[config.mk]
export PLATFORM = sky130hd
export DESIGN_NAME = store_buffer
export DESIGN_NICKNAME = d
export VERILOG_FILES = /design/src/rtl/store_buffer.sv
export SDC_FILE = /design/constraint.sdc
export NUM_CORES = 1
export LEC_CHECK = 0
export CORE_ASPECT_RATIO = 1.1
export CORE_MARGIN = 2
export CORE_UTILIZATION = 48
export CTS_CLUSTER_DIAMETER = 40
export CTS_CLUSTER_SIZE = 14
export DETAILED_ROUTE_END_ITERATION = 12
export DONT_BUFFER_PORTS = 1
export GPL_TIMING_DRIVEN = 1
export PLACE_DENSITY = 0.65
export SLEW_MARGIN = 5
export SYNTH_ARGS = -nofsm -noshare
export SYNTH_HDL_FRONTEND = slang
export SYNTH_SLANG_ARGS = --single-unit
[constraint.sdc]
create_clock -name clk -period 4.9 [get_ports clk]
set_input_delay 0.735 -clock clk [delete_from_list [all_inputs] [get_ports clk]]
set_output_delay 0.735 -clock clk [all_outputs]
set_load 0.01 [all_outputs]
[src/rtl/store_buffer.sv]
// Posted-write store buffer between the core memory stage and data memory.
// Stores are queued in a circular FIFO and drained in order when the memory
// port is free. Loads bypass the queue but forward from the youngest
// matching buffered store.
module store_buffer #(
   parameter int unsigned DEPTH = 4
) (
   input  logic                     clk,
   input  logic                     reset,
   input  logic                     core_we,
   input  logic                     core_re,
   input  logic [31:0]              core_addr,
   input  logic [31:0]              core_wdata,
   output logic [31:0]              core_rdata,
   output logic                     stall,
   output logic                     mem_we,
   output logic [31:0]              mem_addr,
   output logic [31:0]              mem_wdata,
   input  logic [31:0]              mem_rdata,
   input  logic                     mem_ready,
   output logic                     empty,
   output logic [$clog2(DEPTH):0]   count
);

   localparam int unsigned PtrW = $clog2(DEPTH);
   localparam int unsigned CntW = PtrW + 1;

   logic [29:0]     addr_q [DEPTH];
   logic [31:0]     data_q [DEPTH];
   logic [PtrW-1:0] head_q, head_d;
   logic [PtrW-1:0] tail_q, tail_d;
   logic [CntW-1:0] count_q, count_d;

   logic drain;
   logic accept;
   logic [PtrW-1:0] fwd_idx;

   // Byte-offset bits never take part in matching or addressing of buffered stores.
   logic unused_addr_lsbs;
   assign unused_addr_lsbs = ^core_addr[1:0];

   // A load owns the memory port, so it blocks both draining and accepting.
   always_comb begin
      drain  = (count_q != '0) && !core_re && mem_ready;
      accept = core_we && !core_re && ((count_q < CntW'(DEPTH)) || drain);
      stall  = core_we && !accept;
      empty  = (count_q == '0);
      count  = count_q;
   end

   // Memory port: head entry while draining, otherwise pass the core request through.
   always_comb begin
      mem_we    = drain;
      mem_addr  = core_addr;
      mem_wdata = core_wdata;
      if (drain) begin
         mem_addr  = {addr_q[head_q], 2'b00};
         mem_wdata = data_q[head_q];
      end
   end

   // Forwarding: scan oldest to youngest so the youngest match wins.
   always_comb begin
      core_rdata = mem_rdata;
      fwd_idx    = '0;
      for (int unsigned k = 0; k < DEPTH; k++) begin
         fwd_idx = head_q + PtrW'(k);
         if ((CntW'(k) < count_q) && (addr_q[fwd_idx] == core_addr[31:2])) begin
            core_rdata = data_q[fwd_idx];
         end
      end
   end

   // Pointer and occupancy next-state.
   always_comb begin
      head_d  = head_q;
      tail_d  = tail_q;
      count_d = count_q;
      if (drain) head_d = head_q + PtrW'(1);
      if (accept) tail_d = tail_q + PtrW'(1);
      case ({accept, drain})
         2'b10:   count_d = count_q + CntW'(1);
         2'b01:   count_d = count_q - CntW'(1);
         default: count_d = count_q;
      endcase
   end

   // Control state with synchronous reset; pending stores are simply forgotten.
   always_ff @(posedge clk) begin
      if (reset) begin
         head_q  <= '0;
         tail_q  <= '0;
         count_q <= '0;
      end else begin
         head_q  <= head_d;
         tail_q  <= tail_d;
         count_q <= count_d;
      end
   end

   // Entry storage; contents are only meaningful below the occupancy count.
   always_ff @(posedge clk) begin
      if (accept) begin
         addr_q[tail_q] <= core_addr[31:2];
         data_q[tail_q] <= core_wdata;
      end
   end

endmodule

==> flow_summary.html, run 1 <==
<table>
<tr><th>Metric</th><th>Value</th></tr>
<tr><th colspan="2">Run status</th></tr>
<tr><td>Outcome</td><td>completed</td></tr>
<tr><th colspan="2">Worst setup path</th></tr>
<tr><td>CP Depth</td><td>12</td></tr>
<tr><td>Worst stage delay on the critical path</td><td>0.53 ns</td></tr>
<tr><td>Highest fanout seen on the critical path</td><td>33</td></tr>
<tr><td>Register-to-register setup slack</td><td>1.58 ns</td></tr>
<tr><td>Type of the setup path with the least slack</td><td>reg2out</td></tr>
<tr><td>End point of the critical path</td><td>core_rdata[25]</td></tr>
<tr><td>Worst path top cell family by delay</td><td>buffers and inverters</td></tr>
<tr><td>Number of cell instances on the worst register-to-register path</td><td>8</td></tr>
<tr><td>CP max stage cell</td><td>sky130_fd_sc_hd__mux4_2</td></tr>
<tr><td>Category of the worst setup path launch point</td><td>flip-flop</td></tr>
<tr><td>Worst-path cell chain</td><td>buf_12 &gt; buf_8 &gt; mux4_2 &gt; xnor2_1 &gt; nand4_1 &gt; nor4_1 &gt; nand4_1 &gt; clkbuf_16 &gt; nor3b_2 &gt; buf_6 &gt; a22oi_1 &gt; buf_4</td></tr>
<tr><td>Data required time at the worst endpoint</td><td>4.16 ns</td></tr>
<tr><td>Dominant cell type by count on the critical path</td><td>sky130_fd_sc_hd__nand4_1</td></tr>
<tr><td>Worst reg2reg path startpoint</td><td>count[0]$_SDFFE_PP0P_</td></tr>
<tr><td>Critical path buffers and inverters</td><td>5</td></tr>
<tr><td>Worst setup path startpoint</td><td>head_q[0]$_SDFFE_PP0N_</td></tr>
<tr><td>RR Endpoint</td><td>count[2]$_SDFFE_PP0P_</td></tr>
<tr><td>Endpoint type of the worst setup path</td><td>primary output</td></tr>
<tr><td>Critical path arrival</td><td>4.03 ns</td></tr>
<tr><th colspan="2">CTS</th></tr>
<tr><td>Clock Pin Slew Worst Setup and Hold Paths</td><td>0.06 ns</td></tr>
<tr><td>Clock latency at the later pin of the worst-skew pair</td><td>0.52 ns</td></tr>
<tr><td>Clock tree from TritonCTS</td><td>yes</td></tr>
<tr><td>Number of levels in the clock H-tree</td><td>2</td></tr>
<tr><td>Clk buf depth</td><td>3</td></tr>
<tr><td>Number of buffers created by CTS</td><td>34</td></tr>
<tr><td>Hold bufs inserted after CTS</td><td>0</td></tr>
<tr><td>Clock root buffer</td><td>sky130_fd_sc_hd__clkbuf_16</td></tr>
<tr><td>Number of clock sinks</td><td>257</td></tr>
<tr><th colspan="2">Floorplanning</th></tr>
<tr><td>Overall die area</td><td>38460 µm²</td></tr>
<tr><td>Die Y-Extent</td><td>205.5 µm</td></tr>
<tr><td>Placeable core area</td><td>36260 µm²</td></tr>
<tr><td>Initial Util</td><td>0.4885</td></tr>
<tr><td>Number of placed I/O pins</td><td>203</td></tr>
<tr><td>Die W</td><td>187.2 µm</td></tr>
<tr><td>Floorplan row count</td><td>73</td></tr>
<tr><th colspan="2">Drt</th></tr>
<tr><td>Via count normalized by instance count</td><td>6.538</td></tr>
<tr><td>Remaining antenna violation count</td><td>0</td></tr>
<tr><td>Post-route DRC violation count</td><td>0</td></tr>
<tr><td>WL per Instance</td><td>26.13 µm</td></tr>
<tr><td>Total vias in the final route</td><td>12500</td></tr>
<tr><td>Number of violations reported at the end of detailed-routing iteration 0</td><td>1300</td></tr>
<tr><td>Count of TritonRoute iterations in the first routing pass</td><td>6</td></tr>
<tr><td>Overall routed net length</td><td>49.96 mm</td></tr>
<tr><th colspan="2">STA</th></tr>
<tr><td>Slew headroom</td><td>0.2868</td></tr>
<tr><td>Number of failing setup endpoints in the final timing report</td><td>0</td></tr>
<tr><td>Final hold viol count</td><td>0</td></tr>
<tr><td>Top achievable clock speed</td><td>210.1 MHz</td></tr>
<tr><td>Final sum of negative setup slack</td><td>0 ns</td></tr>
<tr><td>Final clock period utilization by the worst path</td><td>0.9714</td></tr>
<tr><td>RSZ-0062 raised after global routing</td><td>no</td></tr>
<tr><td>Minimum clock period after layout</td><td>4.760 ns</td></tr>
<tr><td>Worst clock skew</td><td>0.01740 ns</td></tr>
<tr><td>Number of max-slew violations in the final report</td><td>0</td></tr>
<tr><td>Transition time at the pin with the least slew margin</td><td>1.070 ns</td></tr>
<tr><th colspan="2">Global routing</th></tr>
<tr><td>Overall overflow remaining after global route</td><td>0</td></tr>
<tr><td>Number of global-route vias before repair</td><td>12300</td></tr>
<tr><td>Global-route wire length before repair</td><td>75.76 mm</td></tr>
<tr><td>Largest net degree at the start of global routing</td><td>66</td></tr>
<tr><td>Aggregate global-route resource usage</td><td>0.2565</td></tr>
<tr><td>Antenna violations before repair</td><td>0</td></tr>
<tr><th colspan="2">Pwr</th></tr>
<tr><td>Worst voltage drop across the vdd grid</td><td>0.2752 mV</td></tr>
<tr><td>Overall Power</td><td>6.040 mW</td></tr>
<tr><td>Leakage power summed over all cells</td><td>6.321 nW</td></tr>
<tr><td>Total power density per cell area</td><td>311.9 nW/µm²</td></tr>
<tr><th colspan="2">Cells and area</th></tr>
<tr><td>Fraction of layout instances using a drive strength above 1</td><td>0.2379</td></tr>
<tr><td>Area growth, synth to finish</td><td>9.316%</td></tr>
<tr><td>Most frequent cells in the layout</td><td>sky130_fd_sc_hd__edfxtp_1 (248), sky130_fd_sc_hd__nand2_1 (237), sky130_fd_sc_hd__mux2i_1 (147)</td></tr>
<tr><td>Total number of nets in the final design</td><td>1511</td></tr>
<tr><td>Multi-input logic area</td><td>9338 µm²</td></tr>
<tr><td>Fill cells</td><td>3050</td></tr>
<tr><td>Sequential cell area</td><td>7642 µm²</td></tr>
<tr><td>Most common cell after layout, fill and taps aside</td><td>sky130_fd_sc_hd__edfxtp_1</td></tr>
<tr><td>Antenna diode count</td><td>0</td></tr>
<tr><td>Post-route cell area</td><td>19360 µm²</td></tr>
<tr><th colspan="2">Logic synthesis</th></tr>
<tr><td>Syn Nets</td><td>1550</td></tr>
<tr><td>Leading register cell type out of synthesis</td><td>sky130_fd_sc_hd__edfxtp_1</td></tr>
<tr><td>Count of flip-flops with a built-in enable after synthesis</td><td>248</td></tr>
<tr><td>Share of the synthesized area in the top cell type</td><td>0.4204</td></tr>
<tr><td>Largest cells by area after synthesis</td><td>sky130_fd_sc_hd__edfxtp_1 (42%), sky130_fd_sc_hd__mux4_2 (16%), sky130_fd_sc_hd__mux2i_1 (8.3%), sky130_fd_sc_hd__nand2_1 (5.0%), sky130_fd_sc_hd__xnor2_1 (4.3%)</td></tr>
<tr><td>Count of mapped cells out of synthesis</td><td>1440</td></tr>
<tr><td>Top cell type by total area after synthesis</td><td>sky130_fd_sc_hd__edfxtp_1</td></tr>
<tr><td>Synth warn</td><td>0</td></tr>
<tr><td>Proportion of synthesized chip area in sequential cells</td><td>0.4306</td></tr>
<tr><td>Post-synthesis area per instance</td><td>12.30 µm²</td></tr>
<tr><td>Area of the mapped netlist</td><td>17710 µm²</td></tr>
<tr><td>Distinct cell type count after synthesis</td><td>65</td></tr>
<tr><td>FF+latch count, synth</td><td>257</td></tr>
<tr><td>Share of flip-flops with an asynchronous set or reset</td><td>0</td></tr>
<tr><th colspan="2">Flow run</th></tr>
<tr><td>Maximum Capacitance Violations</td><td>0</td></tr>
<tr><th colspan="2">Placement</th></tr>
<tr><td>Post-detailed-placement half-perimeter wirelength</td><td>33.53 mm</td></tr>
<tr><td>Routability cong.</td><td>0.9210</td></tr>
<tr><td>Number of buffers added on ports</td><td>0</td></tr>
<tr><td>Cell Area, Placed</td><td>18090 µm²</td></tr>
<tr><th colspan="2">Hold path</th></tr>
<tr><td>Hold Crit Class</td><td>in2reg</td></tr>
</table>
-- cell type report --
| cell class | instances | area share |
|---|---|---|
| multi-input cells | 1026 | 0.4822 |
| clock buffers | 38 | 0.04581 |
| clock inverters | 22 | 0.01305 |
| flip-flops and latches | 257 | 0.3947 |
| inverters | 26 | 0.005040 |
| well taps | 487 | 0.03147 |
| repair buffers | 56 | 0.02778 |
-- cell families after synthesis --
group                      share of synthesized area
buffers and inverters                        0.04450
xor gates and xnor gates                     0.04796
adders and majority gates                   0.006357
and+or+nand+nor                              0.08313
muxes                                         0.2839
DFF                                           0.4306
AOI/OAI and AO/OA                             0.1035
-- power breakdown --
group / switching, mW / internal [mW]
combinational: 0.557 / 0.449
clock: 0.968 / 1.54
sequential: 0.0594 / 2.47
-- stage by stage --
stage                     hold slack (ns)  utilization  instances  setup slack, ns
after floorplan                    0.5136            -       1440            1.039
after global placement             0.5373       0.4990       1842           0.4502
after detailed placement           0.5495       0.4990       1842           0.3845
after CTS                          0.2533       0.5328       1910          0.09012
after global routing               0.2586       0.5340       1912          0.01318
final                              0.2739       0.5340       1912           0.1400
-- worst min path at each step --
stage,from,to,cells after the start
after global placement,tail_q[1]$_SDFFE_PP0P_,tail_q[1]$_SDFFE_PP0P_,2
after floorplan,tail_q[1]$_SDFFE_PP0P_,tail_q[1]$_SDFFE_PP0P_,2
after CTS,reset,flip-flop,1
after detailed placement,tail_q[1]$_SDFFE_PP0P_,tail_q[1]$_SDFFE_PP0P_,2
final,reset,head_q[0]$_SDFFE_PP0N_,1
after global routing,reset,flip-flop,1
-- synthesized netlist by cell type, types with 14 or more instances --
| master | count |
|---|---|
| sky130_fd_sc_hd__mux2i_1 | 147 |
| sky130_fd_sc_hd__buf_2 | 34 |
| sky130_fd_sc_hd__inv_1 | 22 |
| sky130_fd_sc_hd__nor2_1 | 56 |
| sky130_fd_sc_hd__o211ai_1 | 36 |
| sky130_fd_sc_hd__xnor2_1 | 86 |
| sky130_fd_sc_hd__a21oi_1 | 14 |
| sky130_fd_sc_hd__nand2_1 | 237 |
| sky130_fd_sc_hd__clkbuf_1 | 60 |
| sky130_fd_sc_hd__mux4_2 | 128 |
| sky130_fd_sc_hd__edfxtp_1 | 248 |
| sky130_fd_sc_hd__a311o_1 | 32 |
| sky130_fd_sc_hd__nand4_1 | 17 |
| sky130_fd_sc_hd__mux2_2 | 60 |
| sky130_fd_sc_hd__a22oi_1 | 18 |
| sky130_fd_sc_hd__o21ai_0 | 56 |
| sky130_fd_sc_hd__a22oi_2 | 20 |
-- layer usage --
layer  up-vias  track usage  part of all wire
met5         -            0                 0
met1      6358       0.3337              0.40
met4         0      0.07086             0.023
met2       546       0.4401              0.50
met3        69      0.05014             0.076
li1       5528            -                 -
-- flip-flops by register name, summed over array words and instances, names as in the netlist, named ones only --
| register | flops |
|---|---|
| addr_q | 120 |
| data_q | 128 |
| count | 3 |
| head_q | 2 |
| tail_q | 2 |
-- repair_timing --
item / 4_1_cts / 5_1_grt
pin swaps: 0 / 1
endpoints found under the setup margin: 32 / 13
gates resized for setup: 4 / 8
setup buffers: 8 / 1
cloned: 0 / 1
Note: power is estimated with default switching activity, not from simulation.
==> run 2: changes to the inputs <==
--- a/config.mk
+++ b/config.mk
@@ -5,7 +5,7 @@
 export SDC_FILE = /design/constraint.sdc
 export NUM_CORES = 1
 export LEC_CHECK = 0
-export CORE_ASPECT_RATIO = 1.1
+export CORE_ASPECT_RATIO = 0.5
 export CORE_MARGIN = 2
 export CORE_UTILIZATION = 48
 export CTS_CLUSTER_DIAMETER = 40
==> flow_summary.html, run 2 (synthesis results as in run 1) <==
<table>
<tr><th>Metric</th><th>Value</th></tr>
<tr><th colspan="2">Flow run</th></tr>
<tr><td>Maximum Capacitance Violations</td><td>0</td></tr>
<tr><th colspan="2">Cells and area</th></tr>
<tr><td>Area growth, synth to finish</td><td>10.72%</td></tr>
<tr><td>Sequential cell area</td><td>7642 µm²</td></tr>
<tr><td>Multi-input logic area</td><td>9358 µm²</td></tr>
<tr><td>Register ranked first by flip-flop count</td><td>data_q</td></tr>
<tr><td>Total number of nets in the final design</td><td>1549</td></tr>
<tr><td>Fill cells</td><td>3019</td></tr>
<tr><td>Antenna diode count</td><td>0</td></tr>
<tr><td>Most frequent cells in the layout</td><td>sky130_fd_sc_hd__edfxtp_1 (248), sky130_fd_sc_hd__nand2_1 (237), sky130_fd_sc_hd__mux2i_1 (147)</td></tr>
<tr><td>Most common cell after layout, fill and taps aside</td><td>sky130_fd_sc_hd__edfxtp_1</td></tr>
<tr><td>Max reg flops</td><td>128</td></tr>
<tr><td>Fraction of layout instances using a drive strength above 1</td><td>0.2560</td></tr>
<tr><td>Util after Layout</td><td>0.5432</td></tr>
<tr><th colspan="2">STA</th></tr>
<tr><td>Final clock period utilization by the worst path</td><td>0.9843</td></tr>
<tr><td>Number of max-slew violations in the final report</td><td>0</td></tr>
<tr><td>Post-layout worst setup margin</td><td>0.07707 ns</td></tr>
<tr><td>Top achievable clock speed</td><td>207.3 MHz</td></tr>
<tr><td>Minimum clock period after layout</td><td>4.823 ns</td></tr>
<tr><td>Slew headroom</td><td>0.2413</td></tr>
<tr><td>Transition time at the pin with the least slew margin</td><td>1.138 ns</td></tr>
<tr><td>Final hold viol count</td><td>0</td></tr>
<tr><td>Number of failing setup endpoints in the final timing report</td><td>0</td></tr>
<tr><td>Worst clock skew</td><td>0.01173 ns</td></tr>
<tr><td>Final hold slack</td><td>0.2115 ns</td></tr>
<tr><th colspan="2">Global routing</th></tr>
<tr><td>Aggregate global-route resource usage</td><td>0.2675</td></tr>
<tr><td>Overall overflow remaining after global route</td><td>0</td></tr>
<tr><td>Antenna violations before repair</td><td>0</td></tr>
<tr><td>Number of global-route vias before repair</td><td>12830</td></tr>
<tr><td>Largest net degree at the start of global routing</td><td>67</td></tr>
<tr><td>Global-route wire length before repair</td><td>78.81 mm</td></tr>
<tr><th colspan="2">Pwr</th></tr>
<tr><td>Leakage power summed over all cells</td><td>6.491 nW</td></tr>
<tr><td>Total power density per cell area</td><td>292.7 nW/µm²</td></tr>
<tr><td>Worst voltage drop across the vdd grid</td><td>0.2707 mV</td></tr>
<tr><th colspan="2">CTS</th></tr>
<tr><td>Number of levels in the clock H-tree</td><td>1</td></tr>
<tr><td>Clk buf depth</td><td>3</td></tr>
<tr><td>Clock root buffer</td><td>sky130_fd_sc_hd__clkbuf_16</td></tr>
<tr><td>Clock latency at the later pin of the worst-skew pair</td><td>0.58 ns</td></tr>
<tr><td>Number of clock sinks</td><td>257</td></tr>
<tr><td>Clock Pin Slew Worst Setup and Hold Paths</td><td>0.06 ns</td></tr>
<tr><td>Clock tree from TritonCTS</td><td>yes</td></tr>
<tr><td>Number of buffers created by CTS</td><td>29</td></tr>
<tr><th colspan="2">Floorplanning</th></tr>
<tr><td>Die W</td><td>275.7 µm</td></tr>
<tr><td>Initial Util</td><td>0.4906</td></tr>
<tr><td>Die Y-Extent</td><td>139.8 µm</td></tr>
<tr><td>Placeable core area</td><td>36110 µm²</td></tr>
<tr><td>Number of placed I/O pins</td><td>203</td></tr>
<tr><td>Overall die area</td><td>38550 µm²</td></tr>
<tr><td>Floorplan row count</td><td>49</td></tr>
<tr><th colspan="2">Drt</th></tr>
<tr><td>Overall routed net length</td><td>53.67 mm</td></tr>
<tr><td>Total vias in the final route</td><td>13050</td></tr>
<tr><td>WL per Instance</td><td>27.59 µm</td></tr>
<tr><td>Number of violations reported at the end of detailed-routing iteration 0</td><td>1527</td></tr>
<tr><td>Post-route DRC violation count</td><td>0</td></tr>
<tr><td>Remaining antenna violation count</td><td>0</td></tr>
<tr><td>Via count normalized by instance count</td><td>6.711</td></tr>
<tr><td>Count of TritonRoute iterations in the first routing pass</td><td>6</td></tr>
<tr><th colspan="2">Worst setup path</th></tr>
<tr><td>Endpoint type of the worst setup path</td><td>primary output</td></tr>
<tr><td>Type of the setup path with the least slack</td><td>reg2out</td></tr>
<tr><td>Critical path arrival</td><td>4.09 ns</td></tr>
<tr><td>Category of the worst setup path launch point</td><td>flip-flop</td></tr>
<tr><td>Highest fanout seen on the critical path</td><td>8</td></tr>
<tr><td>Data required time at the worst endpoint</td><td>4.16 ns</td></tr>
<tr><th colspan="2">Placement</th></tr>
<tr><td>Number of buffers added on ports</td><td>0</td></tr>
<tr><td>Routability cong.</td><td>0.9266</td></tr>
<tr><td>Post-placement worst setup slack</td><td>0.2977 ns</td></tr>
<tr><td>Post-detailed-placement half-perimeter wirelength</td><td>34.25 mm</td></tr>
<tr><th colspan="2">Hold path</th></tr>
<tr><td>Hold Crit Class</td><td>in2reg</td></tr>
<tr><th colspan="2">Run status</th></tr>
<tr><td>Outcome</td><td>completed</td></tr>
</table>
==> run 2: changes by cell type in the layout (fill, tap and decap cells not counted), moves of 2 or more <==
cell,before,now
sky130_fd_sc_hd__buf_4,43,77
sky130_fd_sc_hd__clkinv_1,3,10
sky130_fd_sc_hd__buf_6,4,8
sky130_fd_sc_hd__clkbuf_16,36,33
sky130_fd_sc_hd__bufinv_16,4,2
sky130_fd_sc_hd__clkbuf_1,3,1
sky130_fd_sc_hd__clkinv_2,6,4
sky130_fd_sc_hd__inv_6,3,1
sky130_fd_sc_hd__xnor2_1,86,84
sky130_fd_sc_hd__xnor2_2,0,2
==> run 2: per-stage QoR <==
stage / area (µm²) / total power, mW / setup TNS (ns) / cells
2_1_floorplan: 17710 / 3.364 / 0 / 1440
3_3_place_gp: 18280 / 3.576 / 0 / 1863
3_5_place_dp: 18280 / 3.594 / 0 / 1863
4_1_cts: 19330 / 5.734 / 0 / 1924
5_1_grt: 19610 / 5.931 / -0.09692 / 1945
6_report: 19610 / 5.741 / 0 / 1945
==> run 2: final timing paths <==
kind | from | to | slack, ns | depth (start not counted)
max reg2reg | count[0]$_SDFFE_PP0P_ | count[2]$_SDFFE_PP0P_ | 1.70 | 9
min reg2reg | tail_q[1]$_SDFFE_PP0P_ | tail_q[1]$_SDFFE_PP0P_ | 0.57 | 2
min | reset | flip-flop | 0.21 | 1
max | head_q[1]$_SDFFE_PP0N_ | core_rdata[25] | 0.08 | 14
==> run 2: area by class of cell <==
class | count | share of cell area
clock buffer | 30 | 0.03719
clock inverter | 23 | 0.01033
inverter | 26 | 0.004976
multi-input combinational | 1026 | 0.4771
sequential | 257 | 0.3896
tap | 484 | 0.03088
timing repair buffer | 99 | 0.04989
==> run 2: critical path: stages, from the launching register on <==
cell and delay, ns:
sky130_fd_sc_hd__dfxtp_4 0.49, sky130_fd_sc_hd__buf_6 0.22, sky130_fd_sc_hd__buf_4 0.14, sky130_fd_sc_hd__mux4_2 0.30, sky130_fd_sc_hd__xnor2_1 0.20, sky130_fd_sc_hd__nand3_1 0.12, sky130_fd_sc_hd__a2111o_1 0.40, sky130_fd_sc_hd__or3_4 0.40
sky130_fd_sc_hd__a2111oi_4 0.26, sky130_fd_sc_hd__buf_4 0.20, sky130_fd_sc_hd__buf_12 0.13, sky130_fd_sc_hd__buf_4 0.16, sky130_fd_sc_hd__a311o_1 0.22, sky130_fd_sc_hd__a22oi_1 0.08, sky130_fd_sc_hd__buf_4 0.16
==> run 2: timing repair <==
action                                  CTS  global route
pin swaps                                 1             4
hold endpoints to repair                  0             0
hold buffers                              0             0
cloned                                    1             5
gates resized for setup                   1            16
buffers inserted                          7            16
endpoints found under the setup margin   32            32
==> run 2: where the power goes <==
group	switching, mW	internal (mW)	total, mW
clock	0.946	1.20	2.15
sequential	0.0555	2.47	2.53
combinational	0.585	0.484	1.07
==> run 2: routing by layer <==
| layer | share of wire | track usage | routed length (µm) |
|---|---|---|---|
| met5 | 0 | 0 | 0 |
| met4 | 0.036 | 0.09474 | 1955 |
| met3 | 0.083 | 0.03934 | 4443 |
| met2 | 0.48 | 0.4397 | 25870 |
| met1 | 0.40 | 0.3631 | 21400 |
==> run 3: changes to the inputs <==
--- a/config.mk
+++ b/config.mk
@@ -5,6 +5,7 @@
 export SDC_FILE = /design/constraint.sdc
 export NUM_CORES = 1
 export LEC_CHECK = 0
+export CAP_MARGIN = 30
 export CORE_ASPECT_RATIO = 0.5
 export CORE_MARGIN = 2
 export CORE_UTILIZATION = 48
@@ -13,7 +14,6 @@
 export DETAILED_ROUTE_END_ITERATION = 12
 export DONT_BUFFER_PORTS = 1
 export GPL_TIMING_DRIVEN = 1
-export PLACE_DENSITY = 0.65
 export SLEW_MARGIN = 5
 export SYNTH_ARGS = -nofsm -noshare
 export SYNTH_HDL_FRONTEND = slang
==> flow_summary.html, run 3 (synthesis results as in run 1) <==
<table>
<tr><th>Metric</th><th>Value</th></tr>
<tr><th colspan="2">Placement</th></tr>
<tr><td>Number of buffers added on ports</td><td>0</td></tr>
<tr><td>Post-detailed-placement half-perimeter wirelength</td><td>34.25 mm</td></tr>
<tr><td>Routability cong.</td><td>0.9131</td></tr>
<tr><th colspan="2">Global routing</th></tr>
<tr><td>Global-route wire length before repair</td><td>80.11 mm</td></tr>
<tr><td>Number of global-route vias before repair</td><td>12810</td></tr>
<tr><td>Antenna violations before repair</td><td>0</td></tr>
<tr><td>Aggregate global-route resource usage</td><td>0.2729</td></tr>
<tr><td>Overall overflow remaining after global route</td><td>0</td></tr>
<tr><td>Largest net degree at the start of global routing</td><td>66</td></tr>
<tr><th colspan="2">Flow run</th></tr>
<tr><td>Maximum Capacitance Violations</td><td>0</td></tr>
<tr><th colspan="2">Hold path</th></tr>
<tr><td>Hold Crit Class</td><td>in2reg</td></tr>
<tr><th colspan="2">Cells and area</th></tr>
<tr><td>Fill cells</td><td>2916</td></tr>
<tr><td>Total number of nets in the final design</td><td>1563</td></tr>
<tr><td>Antenna diode count</td><td>0</td></tr>
<tr><td>Area growth, synth to finish</td><td>13.82%</td></tr>
<tr><td>Fraction of layout instances using a drive strength above 1</td><td>0.2705</td></tr>
<tr><td>Multi-input logic area</td><td>9387 µm²</td></tr>
<tr><td>Sequential cell area</td><td>7642 µm²</td></tr>
<tr><td>Util after Layout</td><td>0.5584</td></tr>
<tr><td>Max reg flops</td><td>128</td></tr>
<tr><td>Most common cell after layout, fill and taps aside</td><td>sky130_fd_sc_hd__edfxtp_1</td></tr>
<tr><td>Most frequent cells in the layout</td><td>sky130_fd_sc_hd__edfxtp_1 (248), sky130_fd_sc_hd__nand2_1 (237), sky130_fd_sc_hd__mux2i_1 (147)</td></tr>
<tr><td>Register ranked first by flip-flop count</td><td>data_q</td></tr>
<tr><th colspan="2">STA</th></tr>
<tr><td>Minimum clock period after layout</td><td>4.832 ns</td></tr>
<tr><td>Number of max-slew violations in the final report</td><td>0</td></tr>
<tr><td>Final sum of negative setup slack</td><td>0 ns</td></tr>
<tr><td>Top achievable clock speed</td><td>207.0 MHz</td></tr>
<tr><td>Number of failing setup endpoints in the final timing report</td><td>0</td></tr>
<tr><td>Transition time at the pin with the least slew margin</td><td>0.9204 ns</td></tr>
<tr><td>Final clock period utilization by the worst path</td><td>0.9861</td></tr>
<tr><td>RSZ-0062 raised after global routing</td><td>yes</td></tr>
<tr><td>Worst clock skew</td><td>0.02010 ns</td></tr>
<tr><td>Slew headroom</td><td>0.3864</td></tr>
<tr><td>Final hold viol count</td><td>0</td></tr>
<tr><th colspan="2">CTS</th></tr>
<tr><td>Hold bufs inserted after CTS</td><td>0</td></tr>
<tr><td>Clock root buffer</td><td>sky130_fd_sc_hd__clkbuf_16</td></tr>
<tr><td>Clk buf depth</td><td>3</td></tr>
<tr><td>Clock latency at the later pin of the worst-skew pair</td><td>0.54 ns</td></tr>
<tr><td>Number of buffers created by CTS</td><td>34</td></tr>
<tr><td>Number of levels in the clock H-tree</td><td>2</td></tr>
<tr><td>Clock Pin Slew Worst Setup and Hold Paths</td><td>0.06 ns</td></tr>
<tr><td>Number of clock sinks</td><td>257</td></tr>
<tr><td>Clock tree from TritonCTS</td><td>yes</td></tr>
<tr><th colspan="2">Drt</th></tr>
<tr><td>Via count normalized by instance count</td><td>6.597</td></tr>
<tr><td>Remaining antenna violation count</td><td>0</td></tr>
<tr><td>Count of TritonRoute iterations in the first routing pass</td><td>5</td></tr>
<tr><td>Post-route DRC violation count</td><td>0</td></tr>
<tr><td>WL per Instance</td><td>27.06 µm</td></tr>
<tr><td>Overall routed net length</td><td>53.12 mm</td></tr>
<tr><td>Number of violations reported at the end of detailed-routing iteration 0</td><td>1216</td></tr>
<tr><td>Total vias in the final route</td><td>12950</td></tr>
<tr><th colspan="2">Floorplanning</th></tr>
<tr><td>Placeable core area</td><td>36110 µm²</td></tr>
<tr><td>Number of placed I/O pins</td><td>203</td></tr>
<tr><td>Die W</td><td>275.7 µm</td></tr>
<tr><td>Die Y-Extent</td><td>139.8 µm</td></tr>
<tr><td>Floorplan row count</td><td>49</td></tr>
<tr><td>Initial Util</td><td>0.4906</td></tr>
<tr><td>Overall die area</td><td>38550 µm²</td></tr>
<tr><th colspan="2">Worst setup path</th></tr>
<tr><td>Highest fanout seen on the critical path</td><td>10</td></tr>
<tr><td>Type of the setup path with the least slack</td><td>reg2out</td></tr>
<tr><td>Category of the worst setup path launch point</td><td>flip-flop</td></tr>
<tr><td>Endpoint type of the worst setup path</td><td>primary output</td></tr>
<tr><td>Critical path arrival</td><td>4.10 ns</td></tr>
<tr><td>Data required time at the worst endpoint</td><td>4.16 ns</td></tr>
<tr><th colspan="2">Pwr</th></tr>
<tr><td>Total power density per cell area</td><td>310.0 nW/µm²</td></tr>
<tr><td>Overall Power</td><td>6.251 mW</td></tr>
<tr><td>Worst voltage drop across the vdd grid</td><td>0.1969 mV</td></tr>
<tr><td>Leakage power summed over all cells</td><td>6.738 nW</td></tr>
<tr><th colspan="2">Run status</th></tr>
<tr><td>Outcome</td><td>completed</td></tr>
</table>
-- run 3: cell types whose count changed in the layout (fill, tap and decap cells not counted), moves of 5 or more --
cell | previous run | this run
sky130_fd_sc_hd__buf_16 | 1 | 7
sky130_fd_sc_hd__clkbuf_16 | 33 | 38
sky130_fd_sc_hd__clkinv_1 | 10 | 2
sky130_fd_sc_hd__inv_6 | 1 | 7
sky130_fd_sc_hd__xnor2_1 | 84 | 79
sky130_fd_sc_hd__xnor2_2 | 2 | 7
-- run 3: metrics by stage --
step	hold slack [ns]	cells	worst slack, ns	instance area (µm²)
floorplan	0.5136	1440	1.039	17710
global placement	0.5284	1849	0.07875	18180
detailed placement	0.5596	1854	0.05110	18300
CTS	0.2368	1936	0.002902	19830
finish	0.2550	1963	0.06827	20160
global route	0.2425	1963	-0.02834	20160
-- run 3: what timing repair did --
action	CTS	global route
endpoints found under the setup margin	32	31
pin swaps	4	8
setup buffers	18	23
resized for setup	9	13
cloned	3	4
-- run 3: worst paths after layout --
check / to / startpoint / slack (ns) / cells past startpoint
setup / recovery: core_rdata[29] / head_q[0]$_SDFFE_PP0N_ / 0.07 / 14
hold reg to reg: tail_q[1]$_SDFFE_PP0P_ / tail_q[1]$_SDFFE_PP0P_ / 0.58 / 2
setup reg to reg: count[2]$_SDFFE_PP0P_ / count[0]$_SDFFE_PP0P_ / 1.54 / 9
hold / removal: head_q[0]$_SDFFE_PP0N_ / reset / 0.25 / 1
-- run 3: worst max-delay path: stages (launching register included) --
cell and delay [ns]:
sky130_fd_sc_hd__dfxtp_4 0.42, sky130_fd_sc_hd__buf_16 0.13, sky130_fd_sc_hd__buf_12 0.10, sky130_fd_sc_hd__buf_4 0.14, sky130_fd_sc_hd__buf_4 0.14, sky130_fd_sc_hd__mux4_2 0.50
sky130_fd_sc_hd__xnor2_1 0.23, sky130_fd_sc_hd__nand4_1 0.16, sky130_fd_sc_hd__or3_4 0.43, sky130_fd_sc_hd__a2111oi_4 0.39, sky130_fd_sc_hd__clkbuf_16 0.23, sky130_fd_sc_hd__buf_4 0.19
sky130_fd_sc_hd__a311o_1 0.19, sky130_fd_sc_hd__a22oi_1 0.12, sky130_fd_sc_hd__buf_4 0.20
-- run 3: per-layer routing --
layer	global-route usage	routed length, µm	vias to the layer above
met1	0.3729	21700	6604
met3	0.04625	4337	108
met5	0	0	-
met2	0.4524	25740	599
li1	-	-	5638
met4	0.07226	1347	0
-- run 3: final cells by class --
class / count / share of cell area
Inverter: 26 / 0.004964
Clock buffer: 38 / 0.04294
Sequential cell: 257 / 0.3790
Clock inverter: 24 / 0.01644
Tap cell: 484 / 0.03003
Timing Repair Buffer: 108 / 0.06106
Multi-Input combinational cell: 1026 / 0.4655
-- run 3: where the power goes --
group          total, mW  leakage [nW]  switching [mW]  internal, mW
sequential          2.52          2.33          0.0477          2.47
clock               2.64         0.566            1.05          1.58
combinational       1.10          3.84           0.592         0.507
total               6.25          6.74            1.69          4.56
